===== src/rtl/alu_issue_buf_if.sv =====
// alu_issue_buf_if: request/response bundle between decode, the issue buffer and the ALU.
//   Upstream side : in_valid, in_ready, in_a, in_b, in_cin, in_inv_a, in_inv_b, in_sign, in_oper, flush
//   Downstream side: out_valid, out_ready, out_a, out_b, out_cin, out_inv_a, out_inv_b, out_sign, out_oper
//   Status        : occ (number of buffered requests)
//   modport slave  - the buffer itself
//   modport master - the environment driving/consuming the buffer
interface alu_issue_buf_if #(
  parameter int unsigned OPERAND_WIDTH  = 16,
  parameter int unsigned NUM_OPERATIONS = 3
);
  logic                      in_valid;
  logic                      in_ready;
  logic [OPERAND_WIDTH-1:0]  in_a;
  logic [OPERAND_WIDTH-1:0]  in_b;
  logic                      in_cin;
  logic                      in_inv_a;
  logic                      in_inv_b;
  logic                      in_sign;
  logic [NUM_OPERATIONS-1:0] in_oper;
  logic                      flush;

  logic                      out_valid;
  logic                      out_ready;
  logic [OPERAND_WIDTH-1:0]  out_a;
  logic [OPERAND_WIDTH-1:0]  out_b;
  logic                      out_cin;
  logic                      out_inv_a;
  logic                      out_inv_b;
  logic                      out_sign;
  logic [NUM_OPERATIONS-1:0] out_oper;

  logic [1:0]                occ;

  modport slave (
    input  in_valid, in_a, in_b, in_cin, in_inv_a, in_inv_b, in_sign, in_oper, flush, out_ready,
    output in_ready, out_valid, out_a, out_b, out_cin, out_inv_a, out_inv_b, out_sign, out_oper, occ
  );

  modport master (
    output in_valid, in_a, in_b, in_cin, in_inv_a, in_inv_b, in_sign, in_oper, flush, out_ready,
    input  in_ready, out_valid, out_a, out_b, out_cin, out_inv_a, out_inv_b, out_sign, out_oper, occ
  );
endinterface


===== src/rtl/alu_issue_buf.sv =====
// alu_issue_buf: registered issue buffer between decode and the ALU.
//   Accepts one request bundle per cycle, presents it to the ALU one cycle later,
//   keeps requests in order and holds out_* stable while the ALU stalls.
//   Ports:
//     clk - clock, rising edge
//     rst - asynchronous active-high reset
//     bus - alu_issue_buf_if.slave (in_* request, out_* request, flush, occ)
//   Configuration macro ALU_ISSUE_SKID_EN:
//     defined   - two entries (head + skid), in_ready registered
//     undefined - single entry, in_ready = !out_valid || out_ready
module alu_issue_buf #(
  parameter int unsigned OPERAND_WIDTH  = 16,
  parameter int unsigned NUM_OPERATIONS = 3
) (
  input  logic            clk,
  input  logic            rst,
  alu_issue_buf_if.slave  bus
);

  // Payload layout: {a, b, cin, inv_a, inv_b, sign, oper}
  localparam int unsigned PLD_W = 2 * OPERAND_WIDTH + 4 + NUM_OPERATIONS;

  // State encoding equals the occupancy count
  localparam logic [1:0] ST_EMPTY = 2'd0;
  localparam logic [1:0] ST_ONE   = 2'd1;
`ifdef ALU_ISSUE_SKID_EN
  localparam logic [1:0] ST_TWO   = 2'd2;
`endif

  logic [1:0]       r_state;
  logic [1:0]       w_state_nxt;
  logic [PLD_W-1:0] r_head;
  logic [PLD_W-1:0] w_head_nxt;
  logic             r_out_valid;
  logic [PLD_W-1:0] w_in_pld;
  logic             w_in_ready;
  logic             w_in_xfer;
  logic             w_out_xfer;

`ifdef ALU_ISSUE_SKID_EN
  logic [PLD_W-1:0] r_skid;
  logic [PLD_W-1:0] w_skid_nxt;
  logic             r_in_ready;

  assign w_in_ready = r_in_ready;
`else
  // Single entry: accept whenever the entry is free or leaving this cycle
  assign w_in_ready = !r_out_valid || bus.out_ready;
`endif

  assign w_in_pld   = {bus.in_a, bus.in_b, bus.in_cin, bus.in_inv_a,
                       bus.in_inv_b, bus.in_sign, bus.in_oper};
  assign w_in_xfer  = bus.in_valid && w_in_ready;
  assign w_out_xfer = r_out_valid && bus.out_ready;

  // Next-state and payload movement; flush overrides every transfer
  always_comb begin
    w_state_nxt = r_state;
    w_head_nxt  = r_head;
`ifdef ALU_ISSUE_SKID_EN
    w_skid_nxt  = r_skid;
`endif
    case (r_state)
      ST_EMPTY: begin
        if (w_in_xfer) begin
          w_state_nxt = ST_ONE;
          w_head_nxt  = w_in_pld;
        end
      end
      ST_ONE: begin
        if (w_in_xfer && w_out_xfer) begin
          w_head_nxt = w_in_pld;
        end
`ifdef ALU_ISSUE_SKID_EN
        else if (w_in_xfer) begin
          w_state_nxt = ST_TWO;
          w_skid_nxt  = w_in_pld;
        end
`endif
        else if (w_out_xfer) begin
          w_state_nxt = ST_EMPTY;
          w_head_nxt  = '0;
        end
      end
`ifdef ALU_ISSUE_SKID_EN
      ST_TWO: begin
        if (w_out_xfer) begin
          w_state_nxt = ST_ONE;
          w_head_nxt  = r_skid;
          w_skid_nxt  = '0;
        end
      end
`endif
      default: begin
        w_state_nxt = ST_EMPTY;
        w_head_nxt  = '0;
      end
    endcase
    if (bus.flush) begin
      w_state_nxt = ST_EMPTY;
      w_head_nxt  = '0;
`ifdef ALU_ISSUE_SKID_EN
      w_skid_nxt  = '0;
`endif
    end
  end

  // State, payload and registered handshake outputs
  always_ff @(posedge clk or posedge rst) begin
    if (rst) begin
      r_state     <= ST_EMPTY;
      r_head      <= '0;
      r_out_valid <= 1'b0;
`ifdef ALU_ISSUE_SKID_EN
      r_skid      <= '0;
      r_in_ready  <= 1'b1;
`endif
    end else begin
      r_state     <= w_state_nxt;
      r_head      <= w_head_nxt;
      r_out_valid <= (w_state_nxt != ST_EMPTY);
`ifdef ALU_ISSUE_SKID_EN
      r_skid      <= w_skid_nxt;
      r_in_ready  <= (w_state_nxt != ST_TWO);
`endif
    end
  end

  assign bus.in_ready  = w_in_ready;
  assign bus.out_valid = r_out_valid;
  assign bus.occ       = r_state;
  assign {bus.out_a, bus.out_b, bus.out_cin, bus.out_inv_a,
          bus.out_inv_b, bus.out_sign, bus.out_oper} = r_head;

endmodule


===== src/flat_wrapper.sv =====
// flat-port wrapper written by rule: the top's interface ports become plain ports
module alu_issue_buf_flat 
#(
  parameter int unsigned OPERAND_WIDTH  = 16,
  parameter int unsigned NUM_OPERATIONS = 3
)
  (clk, rst, bus_in_valid, bus_in_a, bus_in_b, bus_in_cin, bus_in_inv_a, bus_in_inv_b, bus_in_sign, bus_in_oper, bus_flush, bus_out_ready, bus_in_ready, bus_out_valid, bus_out_a, bus_out_b, bus_out_cin, bus_out_inv_a, bus_out_inv_b, bus_out_sign, bus_out_oper, bus_occ);
  alu_issue_buf_if #(.OPERAND_WIDTH(OPERAND_WIDTH), .NUM_OPERATIONS(NUM_OPERATIONS)) bus_i ();
  input  logic clk;
  input  logic rst;
  input wire logic [$bits(bus_i.in_valid)-1:0] bus_in_valid;
  input wire logic [$bits(bus_i.in_a)-1:0] bus_in_a;
  input wire logic [$bits(bus_i.in_b)-1:0] bus_in_b;
  input wire logic [$bits(bus_i.in_cin)-1:0] bus_in_cin;
  input wire logic [$bits(bus_i.in_inv_a)-1:0] bus_in_inv_a;
  input wire logic [$bits(bus_i.in_inv_b)-1:0] bus_in_inv_b;
  input wire logic [$bits(bus_i.in_sign)-1:0] bus_in_sign;
  input wire logic [$bits(bus_i.in_oper)-1:0] bus_in_oper;
  input wire logic [$bits(bus_i.flush)-1:0] bus_flush;
  input wire logic [$bits(bus_i.out_ready)-1:0] bus_out_ready;
  output wire logic [$bits(bus_i.in_ready)-1:0] bus_in_ready;
  output wire logic [$bits(bus_i.out_valid)-1:0] bus_out_valid;
  output wire logic [$bits(bus_i.out_a)-1:0] bus_out_a;
  output wire logic [$bits(bus_i.out_b)-1:0] bus_out_b;
  output wire logic [$bits(bus_i.out_cin)-1:0] bus_out_cin;
  output wire logic [$bits(bus_i.out_inv_a)-1:0] bus_out_inv_a;
  output wire logic [$bits(bus_i.out_inv_b)-1:0] bus_out_inv_b;
  output wire logic [$bits(bus_i.out_sign)-1:0] bus_out_sign;
  output wire logic [$bits(bus_i.out_oper)-1:0] bus_out_oper;
  output wire logic [$bits(bus_i.occ)-1:0] bus_occ;
  assign bus_i.in_valid = bus_in_valid;
  assign bus_i.in_a = bus_in_a;
  assign bus_i.in_b = bus_in_b;
  assign bus_i.in_cin = bus_in_cin;
  assign bus_i.in_inv_a = bus_in_inv_a;
  assign bus_i.in_inv_b = bus_in_inv_b;
  assign bus_i.in_sign = bus_in_sign;
  assign bus_i.in_oper = bus_in_oper;
  assign bus_i.flush = bus_flush;
  assign bus_i.out_ready = bus_out_ready;
  assign bus_in_ready = bus_i.in_ready;
  assign bus_out_valid = bus_i.out_valid;
  assign bus_out_a = bus_i.out_a;
  assign bus_out_b = bus_i.out_b;
  assign bus_out_cin = bus_i.out_cin;
  assign bus_out_inv_a = bus_i.out_inv_a;
  assign bus_out_inv_b = bus_i.out_inv_b;
  assign bus_out_sign = bus_i.out_sign;
  assign bus_out_oper = bus_i.out_oper;
  assign bus_occ = bus_i.occ;
  alu_issue_buf #(.OPERAND_WIDTH(OPERAND_WIDTH), .NUM_OPERATIONS(NUM_OPERATIONS)) u_core (.clk(clk), .rst(rst), .bus(bus_i));
endmodule

===== config.mk =====
export PLATFORM = sky130hd
export DESIGN_NAME = alu_issue_buf_flat
export DESIGN_NICKNAME = d
export VERILOG_FILES = /design/src/rtl/alu_issue_buf_if.sv /design/src/rtl/alu_issue_buf.sv /design/src/flat_wrapper.sv
export SDC_FILE = /design/constraint.sdc
export NUM_CORES = 1
export LEC_CHECK = 0
export ABC_AREA = 1
export CAP_MARGIN = 20
export CORE_MARGIN = 3
export CORE_UTILIZATION = 38
export DETAILED_ROUTE_END_ITERATION = 12
export GPL_TIMING_DRIVEN = 0
export HOLD_SLACK_MARGIN = 0.12
export PLACE_DENSITY_LB_ADDON = 0.08
export SLEW_MARGIN = 20
export SYNTH_ARGS = -nofsm -noshare
export SYNTH_HDL_FRONTEND = slang
export SYNTH_SLANG_ARGS = --single-unit

===== constraint.sdc =====
create_clock -name clk -period 1.2 [get_ports clk]
set_input_delay 0.12 -clock clk [delete_from_list [all_inputs] [get_ports clk]]
set_output_delay 0.12 -clock clk [all_outputs]
set_load 0.01 [all_outputs]

* After elaboration in Yosys (flattened, before gate mapping)
Index checks and enable logic that the tools add are counted.
** Cells by class
- Equality and inequality tests :: 3
- Mux-type cells :: 10
- Reduce and logical (&&, ||, !) cells :: 8
** Operator list (count)
- 2-to-1 mux 39 bit :: 4
- case mux 39 bit (2 select lines) :: 1
- 2-to-1 mux 2 bit :: 4
- != test 4 x 2 -> 1 bit (second input constant) :: 1
- case mux 2 bit (2 select lines) :: 1
- logical AND 1 bit :: 3
- != test 3 x 2 -> 1 bit (second input constant) :: 1
- == test 2 x 1 -> 1 bit (second input constant) :: 1
- zero test 2 bit :: 1
- AND reduction 2 bit :: 1
- nonzero test 2 bit :: 1
- zero test 1 bit :: 1
- logical OR 1 bit :: 1
** Word-level totals
- Flip-flop bits (word level) :: 42
- Bits of input ports :: 44
- Output and inout port bits :: 43
- Logic and storage cells :: 24

* Longest topological paths before layout
- Depth after elaboration :: 8
- Depth in mapped cells :: 10

* Worst setup path after synthesis
Ideal clock, no wire load.
- Path type :: reg-to-reg
- Start :: register u_core.r_out_valid (netlist: u_core.bus.out_valid)
- End :: register u_core.r_head[29]
- Library setup time :: 0.116 ns
- Data arrival time :: 1.106 ns
- Path slack :: -0.023 ns
- Stages on the path, launching flop included :: 10
- Period minus slack after synthesis :: 1.223 ns
- Cells stage by stage :: dfrtp_1 nand2_2 nand2_2 nand2_1 nand2_1 nand2_1 buf_4 buf_6 nand2_1 nand2_1
** Between the ends
- Cells in the longest elaborated chain, start to end :: 7
- Elaborated cells on any way between the ends :: 11
- Those cells by class :: 2 x eq/ne; 3 x mux; 6 x reduce/logical
** Ends and longest elaborated chain
- start: declaration :: RTL line alu_issue_buf.sv:34 : logic r_out_valid;
- start signal: assignment :: RTL line alu_issue_buf.sv:121 : r_out_valid <= (w_state_nxt != ST_EMPTY);
- zero test 1 bit * :: RTL line alu_issue_buf.sv:48 : assign w_in_ready = !r_out_valid || bus.out_ready;
- logical OR 1 bit * :: RTL line alu_issue_buf.sv:48
- via bus_in_ready :: RTL line flat_wrapper.sv:21 : output wire logic [$bits(bus_i.in_ready)-1:0] bus_in_ready;
- logical AND 1 bit * :: RTL line alu_issue_buf.sv:53 : assign w_in_xfer = bus.in_valid && w_in_ready;
- logical AND 1 bit :: RTL line alu_issue_buf.sv:71 : if (w_in_xfer && w_out_xfer) begin
- 2-to-1 mux 39 bit :: RTL line alu_issue_buf.sv:71
- case mux 39 bit (2 select lines) :: RTL line alu_issue_buf.sv:63 : case (r_state)
- 2-to-1 mux 39 bit :: RTL line alu_issue_buf.sv:99 : if (bus.flush) begin
- end signal: assignment :: RTL line alu_issue_buf.sv:120 : r_head <= w_head_nxt;
- end: declaration :: RTL line alu_issue_buf.sv:32 : logic [PLD_W-1:0] r_head;
Mark *: on every way through the listed nets, which the timed path passes. The rest lies on a longest branch.
A chain may end at the register's enable or synchronous reset.

* Worst setup path in the final report
- Start :: register u_core.r_state[0] (netlist: u_core.bus.occ[0])
- End :: register u_core.r_head[34]
** Between the ends
- Cells in the longest elaborated chain, start to end :: 3
- Elaborated cells on any way between the ends :: 7
- Those cells by class :: 3 x eq/ne; 2 x mux; 2 x reduce/logical
** Ends and longest elaborated chain
- start: declaration :: RTL line alu_issue_buf.sv:30 : logic [1:0] r_state;
- start signal: assignment :: RTL line alu_issue_buf.sv:119 : r_state <= w_state_nxt;
- == test 2 x 1 -> 1 bit / zero test 2 bit (equally long branches) :: RTL line alu_issue_buf.sv:63
- != test 4 x 2 -> 1 bit (no source line), or another cell as far along
- AND reduction 2 bit (no source line) / 2-to-1 mux 39 bit (equally long branches)
Parallel ways exist; a longest one is shown, timed or not.

==> metrics <==
Net Count, Synth 316; ys flop type dfrtp_1; Post-Route WL 4990 um; DRT antenna net count 0; Arr. time, crit path 1.52 ns; Req. time, crit path 1.43 ns; Synth top area share 52.3%; Vias per Instance 4.30; fin crit share 107%; Setup CP Type flop to flop; DP HPWL 3360 um; GRT overflow 0; r2r worst-path depth 8; Syn-to-layout area delta 66.2%; Std-Cell Rows 25; top post-synthesis cells by area dfrtp_1 (52%), nand2_1 (23%), inv_1 (8.4%); Via Count 1,907; initial antenna violation count 0; asr flop ratio synth 100%; Max Root-Sink Buffers 2; max frequency 778 MHz; final hold slack 0.159 ns; status finished, violations left; pwr/cell area 943 nW/um^2; gp weighted congestion 0.669; gr usage total 16.0%; Post-synth EDFFs 0; clock latency on the worst-skew pair 0.29 ns; Worst VDD drop 0.514 mV; CTS clk-pin slew, worst paths 0.08 ns; Crit-path slowest cell dfrtp_1; P_leak 0.00195 uW; CP Launch Type flop; number of H-tree levels 2; CP Capture Type flop; largest net degree at the start of global routing 24; cell area after synthesis 2010 um^2; Die Ht 78.7 um; I/O Pins 87; Crit Path Max Fanout 10; CTS Buf Count 5; synth warn 0; mean post-synth cell area 7.39 um^2; die footprint 6200 um^2; CP most frequent cell buf_6; vias in the first global route 1,706; Wirelength per Cell 11.3 um; Synth top cells by count nand2_1 (124), inv_1 (45), dfrtp_1 (42); Max Slew Vio Count 0; internal cell power 2320 uW; Final nets 419; Port Buffer Count 86; Logic pwr share 21.7%; Post-Synthesis Cells 272; diode count 0; PnR worst setup slack -0.0854 ns; Final Setup Violations 19; post-layout min period 1.29 ns; Place WS -0.328 ns; sequential area share after synthesis 52.3%; number of distinct library cells after synthesis 14; Clock power frac 29.8%; slowest cell delay on critical path 0.42 ns; CTS tree done; first-pass GRT wire length 7890 um; # Max-Cap Violations 0; die width 78.7 um; violated checks setup timing; RSZ-0062 raised after global routing true; Placed Cells 426; drt initial violations 45; crit-path cells buf_6 -> nand2_4 -> nand3_4 -> buf_6 -> buf_12 -> nor2_2 -> nand2_2 -> nand2_1; DRT Pass-1 Iters 4; Final Non-Filler Cells 443; most frequent cell after synthesis nand2_1; area leader, netlist dfrtp_1; Worst Skew 0.00331 ns; layout cells sized above 1 20.5%; core box area 4910 um^2; Residual DRC 0; Worst Hold Class primary input to async pin; Sw Pwr 833 uW; fill cell count 432; WP depth 8; CP top delay family buffers and inverters; Crit path buffers/inverters 3; final hold violation count 0; CTS Sinks 42; sequential power share 48.5%; clk root buf clkbuf_8; switching part of the total 26.5%; Seq cells post-synth 42; initial core utilization 40.9%
==> worst paths after layout <==
| path | startpoint | to | slack (ns) |
|---|---|---|---|
| max reg2reg | u_core.bus.occ[0]$_DFF_PP0_ | u_core.r_head[34]$_DFFE_PP0P_ | -0.09 |
| max | u_core.bus.occ[0]$_DFF_PP0_ | u_core.r_head[34]$_DFFE_PP0P_ | -0.09 |
| min in group clk | bus_in_oper[0] | u_core.r_head[0]$_DFFE_PP0P_ | 0.43 |
| min | rst | u_core.r_head[33]$_DFFE_PP0P_ | 0.16 |
| min reg2reg | u_core.r_head[32]$_DFFE_PP0P_ | u_core.r_head[32]$_DFFE_PP0P_ | 0.48 |
| max in group asynchronous | rst | u_core.bus.occ[1]$_DFF_PP0_ | 0.56 |
==> worst reg2reg max path, delay by kind of cell, from the launching register on <==
kind / cells / cell delay, ns
simple gates: 5 / 0.38
flops: 1 / 0.42
buf+inv: 3 / 0.44
==> power groups by stage <==
stage | Clock, uW | Sequential (uW) | Combinational (uW)
2_1_floorplan | 0 | 1590 | 223
3_3_place_gp | 0 | 1560 | 602
3_5_place_dp | 0 | 1560 | 619
4_1_cts | 960 | 1530 | 631
5_1_grt | 1030 | 1540 | 747
6_report | 939 | 1530 | 682
==> state kept, by name (all words and copies together), names as in the netlist <==
register	count
u_core.r_head	39
u_core.bus.out_valid	1
u_core.bus.occ	2
==> cells in the final DEF, fill, tap and decap left out <==
| master | count |
|---|---|
| a21boi_0 | 2 |
| buf_12 | 4 |
| buf_16 | 1 |
| buf_4 | 8 |
| buf_6 | 7 |
| buf_8 | 2 |
| clkbuf_1 | 1 |
| clkbuf_16 | 1 |
| clkbuf_2 | 1 |
| clkbuf_8 | 6 |
| clkdlybuf4s50_1 | 43 |
| clkinv_2 | 1 |
| conb_1 | 1 |
| dfrtp_1 | 41 |
| dfrtp_2 | 1 |
| dlygate4sd2_1 | 41 |
| inv_1 | 43 |
| inv_2 | 2 |
| nand2_1 | 103 |
| nand2_2 | 20 |
| nand2_4 | 4 |
| nand3_4 | 1 |
| nand4_1 | 1 |
| nor2_1 | 23 |
| nor2_2 | 8 |
| nor2_4 | 9 |
| nor3_2 | 1 |
==> cells by family after synthesis <==
kind of cell           after synthesis  share of synthesized area [%]
and+or+nand+nor                    170                           33.9
AOI/OAI and AO/OA                    2                          0.747
buffers and inverters               57                           12.9
DFF                                 42                           52.3
other                                1                          0.187
==> layer usage <==
metal | track usage, % | vias to the layer above | part of all wire [%]
met1 | 19.3 | 873 | 43
met3 | 4.76 | 5 | 6.9
met5 | 0 | - | 0
li1 | - | 974 | -
met4 | 5.24 | 0 | 1.1
met2 | 27.5 | 55 | 49
==> stage by stage <==
stage               setup TNS, ns  power [uW]  util (%)  area [um^2]
global route                -3.97        3310      68.0         3340
floorplan                 -0.0929        1810         -         2020
detailed placement          -9.46        2180      60.8         2990
finish                      -1.26        3150      68.0         3340
global placement           -43.48        2160      60.3         2960
CTS                        -0.593        3120      64.7         3180
==> timing repair <==
| item | CTS | global route |
|---|---|---|
| cloned | 0 | 1 |
| hold buffers | 0 | 0 |
| endpoints found under the setup margin | 81 | 40 |
| resized for setup | 60 | 45 |
| pin swaps | 1 | 6 |
| setup buffers | 7 | 1 |
==> cell type report <==
| type | count | area (um^2) | share of cell area [%] |
|---|---|---|---|
| sequential | 42 | 1050 | 31.5 |
| timing repair buffer | 96 | 960 | 28.7 |
| multi-input combinational | 173 | 847 | 25.4 |
| inverter | 45 | 169 | 5.06 |
| buffer | 12 | 136 | 4.08 |
| clock buffer | 7 | 86.3 | 2.59 |
| tap | 67 | 83.8 | 2.51 |
| clock inverter | 1 | 5.00 | 0.150 |
No activity file was read; power rests on OpenSTA's default activity.
